## src/rtl/pixel_config_seq.sv

```systemverilog
// rtl/pixel_config_seq.sv - copies config words from memory into the pixel FIFO, kicks a shift and waits on BUSY
// Optional BUSY timeout is compiled in with PIXEL_CONFIG_SEQ_TIMEOUT_EN.
module pixel_config_seq #(
  parameter int ADDR_WIDTH = 10,
  parameter int TMO_WIDTH  = 16
) (
  input  logic                  SYS_CLK,
  input  logic                  RESET,
  input  logic                  CMD_START,
  input  logic                  CMD_ABORT,
  input  logic [ADDR_WIDTH-1:0] BASE_ADDR,
  input  logic [ADDR_WIDTH:0]   WORD_COUNT,
  input  logic [TMO_WIDTH-1:0]  TIMEOUT,
  output logic                  MEM_RD,
  output logic [ADDR_WIDTH-1:0] MEM_ADDR,
  input  logic [31:0]           MEM_DATA,
  input  logic                  FIFO_FULL,
  output logic [31:0]           SRAM_DATA,
  output logic                  SRAM_WE,
  output logic                  PULSE_START,
  input  logic                  BUSY,
  output logic                  SEQ_BUSY,
  output logic                  DONE,
  output logic                  ERR_TIMEOUT
);

  typedef enum logic [2:0] {IDLE, LOAD, DRAIN, KICK, WAIT_HI, WAIT_LO, FINISH} state_t;

  state_t                state;
  logic [ADDR_WIDTH-1:0] addr;
  logic [ADDR_WIDTH:0]   remaining;
  logic                  drain_cnt;
  logic                  rd_d1;
  logic                  busy_s1;
  logic                  busy_s2;
  logic                  waiting;
  logic                  busy_exit;
  logic                  tmo_expire;

  always_ff @(posedge SYS_CLK or posedge RESET) begin
    if (RESET) begin
      busy_s1 <= 1'b0;
      busy_s2 <= 1'b0;
    end else begin
      busy_s1 <= BUSY;
      busy_s2 <= busy_s1;
    end
  end

  assign waiting   = (state == WAIT_HI) || (state == WAIT_LO);
  assign busy_exit = ((state == WAIT_HI) && busy_s2) || ((state == WAIT_LO) && !busy_s2);

`ifdef PIXEL_CONFIG_SEQ_TIMEOUT_EN
  logic [TMO_WIDTH-1:0] tmo_lat;
  logic [TMO_WIDTH-1:0] tmo_cnt;

  // A latched limit of zero disables expiry entirely.
  assign tmo_expire = (tmo_lat != '0) && (tmo_cnt == TMO_WIDTH'(1));

  always_ff @(posedge SYS_CLK or posedge RESET) begin
    if (RESET) begin
      tmo_lat     <= '0;
      tmo_cnt     <= '0;
      ERR_TIMEOUT <= 1'b0;
    end else begin
      if (state == IDLE && CMD_START && !CMD_ABORT) begin
        tmo_lat     <= TIMEOUT;
        ERR_TIMEOUT <= 1'b0;
      end
      if (state == KICK)
        tmo_cnt <= tmo_lat;
      else if (waiting && tmo_cnt != '0)
        tmo_cnt <= tmo_cnt - TMO_WIDTH'(1);
      if (waiting && !busy_exit && tmo_expire && !CMD_ABORT)
        ERR_TIMEOUT <= 1'b1;
    end
  end
`else
  logic unused_timeout;

  assign tmo_expire     = 1'b0;
  assign ERR_TIMEOUT    = 1'b0;
  assign unused_timeout = ^TIMEOUT;
`endif

  always_ff @(posedge SYS_CLK or posedge RESET) begin
    if (RESET) begin
      state       <= IDLE;
      addr        <= '0;
      remaining   <= '0;
      drain_cnt   <= 1'b0;
      rd_d1       <= 1'b0;
      MEM_RD      <= 1'b0;
      MEM_ADDR    <= '0;
      SRAM_DATA   <= '0;
      SRAM_WE     <= 1'b0;
      PULSE_START <= 1'b0;
      SEQ_BUSY    <= 1'b0;
      DONE        <= 1'b0;
    end else begin
      MEM_RD      <= 1'b0;
      PULSE_START <= 1'b0;
      DONE        <= 1'b0;
      // Read data arrives one cycle after MEM_RD and is forwarded registered.
      rd_d1       <= MEM_RD;
      SRAM_WE     <= rd_d1;
      if (rd_d1)
        SRAM_DATA <= MEM_DATA;

      if (state != IDLE && CMD_ABORT) begin
        state     <= IDLE;
        SEQ_BUSY  <= 1'b0;
        remaining <= '0;
        rd_d1     <= 1'b0;
        SRAM_WE   <= 1'b0;
      end else begin
        case (state)
          IDLE: begin
            if (CMD_START && !CMD_ABORT) begin
              addr      <= BASE_ADDR;
              remaining <= WORD_COUNT;
              SEQ_BUSY  <= 1'b1;
              state     <= (WORD_COUNT == '0) ? FINISH : LOAD;
            end
          end
          LOAD: begin
            if (remaining == '0) begin
              drain_cnt <= 1'b0;
              state     <= DRAIN;
            end else if (!FIFO_FULL) begin
              MEM_RD    <= 1'b1;
              MEM_ADDR  <= addr;
              addr      <= addr + ADDR_WIDTH'(1);
              remaining <= remaining - (ADDR_WIDTH + 1)'(1);
            end
          end
          DRAIN: begin
            if (drain_cnt)
              state <= KICK;
            else
              drain_cnt <= 1'b1;
          end
          KICK: begin
            PULSE_START <= 1'b1;
            state       <= WAIT_HI;
          end
          WAIT_HI: begin
            if (busy_s2)
              state <= WAIT_LO;
            else if (tmo_expire)
              state <= FINISH;
          end
          WAIT_LO: begin
            if (!busy_s2 || tmo_expire)
              state <= FINISH;
          end
          FINISH: begin
            DONE     <= 1'b1;
            SEQ_BUSY <= 1'b0;
            state    <= IDLE;
          end
          default: begin
            SEQ_BUSY <= 1'b0;
            state    <= IDLE;
          end
        endcase
      end
    end
  end

endmodule

```

## config.mk

```make
export PLATFORM = sky130hd
export DESIGN_NAME = pixel_config_seq
export DESIGN_NICKNAME = d
export VERILOG_FILES = /design/src/rtl/pixel_config_seq.sv
export SDC_FILE = /design/constraint.sdc
export NUM_CORES = 1
export LEC_CHECK = 0
export CAP_MARGIN = 10
export CORE_MARGIN = 5
export CORE_UTILIZATION = 41
export CTS_CLUSTER_SIZE = 14
export DETAILED_ROUTE_END_ITERATION = 8
export PLACE_DENSITY = 0.82
export SYNTH_ARGS = -nofsm -noshare
export SYNTH_HDL_FRONTEND = slang
export SYNTH_SLANG_ARGS = --single-unit
```

## constraint.sdc

```tcl
create_clock -name SYS_CLK -period 2.4 [get_ports SYS_CLK]
set_input_delay 0.48 -clock SYS_CLK [delete_from_list [all_inputs] [get_ports SYS_CLK]]
set_output_delay 0.48 -clock SYS_CLK [all_outputs]
set_load 0.02 [all_outputs]
```

==> impl_metrics.csv <==
group,metric,value,unit
outcome,status,"finished clean",
timing,hold_viol,0,
job,drv_cap,0,
worst_hold_path,hp-class,"reg -> reg",
synthesis,yosys-top-cells-count,"75 x dfrtp_1, 47 x nand2_1, 32 x mux2_2",
clock_network,tritoncts,"done",
clock_network,cts.sinks,75,
clock_network,cts_root_buf,"clkbuf_8",
synthesis,synth_top_area_frac,0.537,
grt,grt_pass1_wl,14200,um
placement,port_buffers,105,
floorplan,fp.dieW,102,um
pwr,power.total,6390,uW
synthesis,synth_area,0.00349,mm^2
clock_network,cts_buffer_depth,2,
clock_network,htreeDepth,3,
grt,gr-usage-all-layers,0.174,
floorplan,pin_count,123,
clock_network,clkTransAtPathRegs,0.08,ns
placement,place_hpwl,6590,um
timing,slew_viol_final,0,
floorplan,die_y,102,um
synthesis,synthFlopType,"dfrtp_1",
synthesis,yosys-top-cells-area,"dfrtp_1 54%, mux2_2 10%, nand2_1 5.0%",
floorplan,die-area,0.0105,mm^2
cells_and_area,n_antenna_cell,0,
synthesis,seq_area_frac_synth,0.537,
route,drtAntennaViolNets,0,
clock_network,clk_latency,0.34,ns
cells_and_area,area_delta_synth_final,41.2,%
synthesis,synth_warnings,0,
cells_and_area,nNetsFinal,528,
grt,antenna_found_initial,0,
clock_network,numCtsBuffers,9,
critical_path,setup.worst_path.end_class,"flip-flop",
synthesis,synth_top_cell_by_area,"dfrtp_1",
synthesis,synth_edf_count,0,
timing,setup_viol,0,
route,vias,2972,
synthesis,async_flop_share,1.00,
synthesis,synth_area_per_cell,10.5,um^2
pwr,power.density,1300,mW/mm^2
timing,fin_crit_sh,0.954,
route,dr.pass1.iters,4,
floorplan,core,0.00826,mm^2
route,viasPerCell,5.32,
critical_path,arrival,2.55,ns
placement,finalWeightedCongestion,0.827,
clock_network,hold_buffers,0,
grt,grt_overflow,0,
grt,first_global_vias,2923,
floorplan,num_rows,33,
synthesis,synth_cell_types,49,
cells_and_area,drive_above_1_share,0.176,
critical_path,critPathMaxFanout,4,
route,avgRoutedWirePerCell,15.8,um
cells_and_area,nFillCells,696,
critical_path,required,2.66,ns
critical_path,cp-start-kind,"flip-flop",
timing,fin_skew,0.0125,ns
pwr,power_leakage,0.00211,uW
pwr,ir_drop,514,uV
synthesis,synth_cells,333,
route,drtIter0Drc,131,
timing,fin_crit,2.29,ns
timing,tns,0,ns
critical_path,path_class,"reg -> reg",
timing,max_freq,437,MHz
grt,grt_start_max_net_pins,76,
floorplan,floorplan.initialDensity,0.423,
synthesis,syn_nets,412,
synthesis,ys_seq_elements,75,
synthesis,yosysMostFrequentCell,"dfrtp_1",
route,drcViolationCount,0,
route,finalWirelength,8840,um
[kinds of logic (layout without fill, tap and decap cells)]
| group | Yosys count | after routing | share of synthesized area |
|---|---|---|---|
| compound gates | 80 | 80 | 0.141 |
| xor+xnor | 1 | 1 | 0.00251 |
| fa+ha+maj | 4 | 4 | 0.0143 |
| buf+inv | 29 | 150 | 0.0344 |
| flops | 75 | 75 | 0.537 |
| mux | 35 | 35 | 0.112 |
| other cells | 1 | 1 | 0.00107 |
| simple gates | 108 | 108 | 0.158 |
[sequential cells by signal (all words and copies together), names as in the netlist]
signal and cells:
DONE 1, MEM_ADDR 10, MEM_RD 1, PULSE_START 1, SEQ_BUSY 1, SRAM_DATA 32
SRAM_WE 1, addr 10, busy_s1 1, busy_s2 1, drain_cnt 1, rd_d1 1
remaining 11, state 3
[metal layers]
metal	vias to the layer above	part of all wire	GRT usage
met5	-	0	0
met4	0	0.0083	0.0575
met3	6	0.081	0.0355
met2	122	0.47	0.283
met1	1419	0.44	0.232
li1	1425	-	-
[worst max-delay path: stages (launching register included)]
cell and delay (ns):
dfrtp_1 0.39, inv_1 0.08, ha_2 0.20, or3b_2 0.50, nor4_4 0.16, buf_4 0.16, o22ai_2 0.10, or4_1 0.48
o21ai_1 0.15
[path summary, 6_finish.rpt]
path / start / to / slack (ns) / cells after the start
worst max register to register: remaining[0] / state[2] / 0.11 / 8
worst min register to register: busy_s1 / busy_s2 / 0.35 / 0
worst max-delay path: remaining[0] / state[2] / 0.11 / 8
min in group asynchronous: RESET / SRAM_DATA[30] / 0.54 / 3
max in group asynchronous: RESET / busy_s2 / 1.52 / 3
worst min-delay path: busy_s1 / busy_s2 / 0.35 / 0
[cell usage in the layout (no fill, tap or decap), types with 5 or more instances in the layout]
master           count
clkbuf_8             9
clkdlybuf4s50_1    105
o21ai_0             23
nand3_1              6
a31oi_1              6
a22o_1               7
nand2_1             47
inv_1                7
buf_4               18
dfrtp_1             75
nor2_1              11
mux2_2              32
nor4_1               7
nor3_1               6
a21oi_1             23
nand4_1              5
[area by class of cell]
type | count | area [um^2] | share of cell area
Sequential cell | 75 | 1880 | 0.380
Multi-Input combinational cell | 229 | 1500 | 0.305
Timing Repair Buffer | 125 | 1230 | 0.249
Clock buffer | 11 | 131 | 0.0266
Tap cell | 105 | 131 | 0.0266
Inverter | 9 | 35.0 | 0.00710
Clock inverter | 5 | 30.0 | 0.00609
[power by group]
part | switching [uW] | internal (uW) | total (uW)
registers | 399 | 1820 | 2220
logic | 1700 | 1650 | 3350
clock network | 449 | 370 | 819
[what timing repair did]
action	in CTS	in global routing
resized for setup	1	3
pin swaps	0	1
endpoints found under the setup margin	9	31
buffers inserted	1	1
[through the flow]
stage,hold WS [ns],cells,setup slack (ns),util,cell area [um^2]
3_3_place_gp,0.339,541,-0.184,0.575,4750
6_report,0.352,559,0.110,0.597,4930
5_1_grt,0.358,559,-0.00359,0.597,4930
4_1_cts,0.355,558,0.0133,0.596,4920
3_5_place_dp,0.338,541,-0.198,0.575,4750
2_1_floorplan,0.331,333,0.0100,-,3490
No activity file was read; power rests on OpenSTA's default activity.
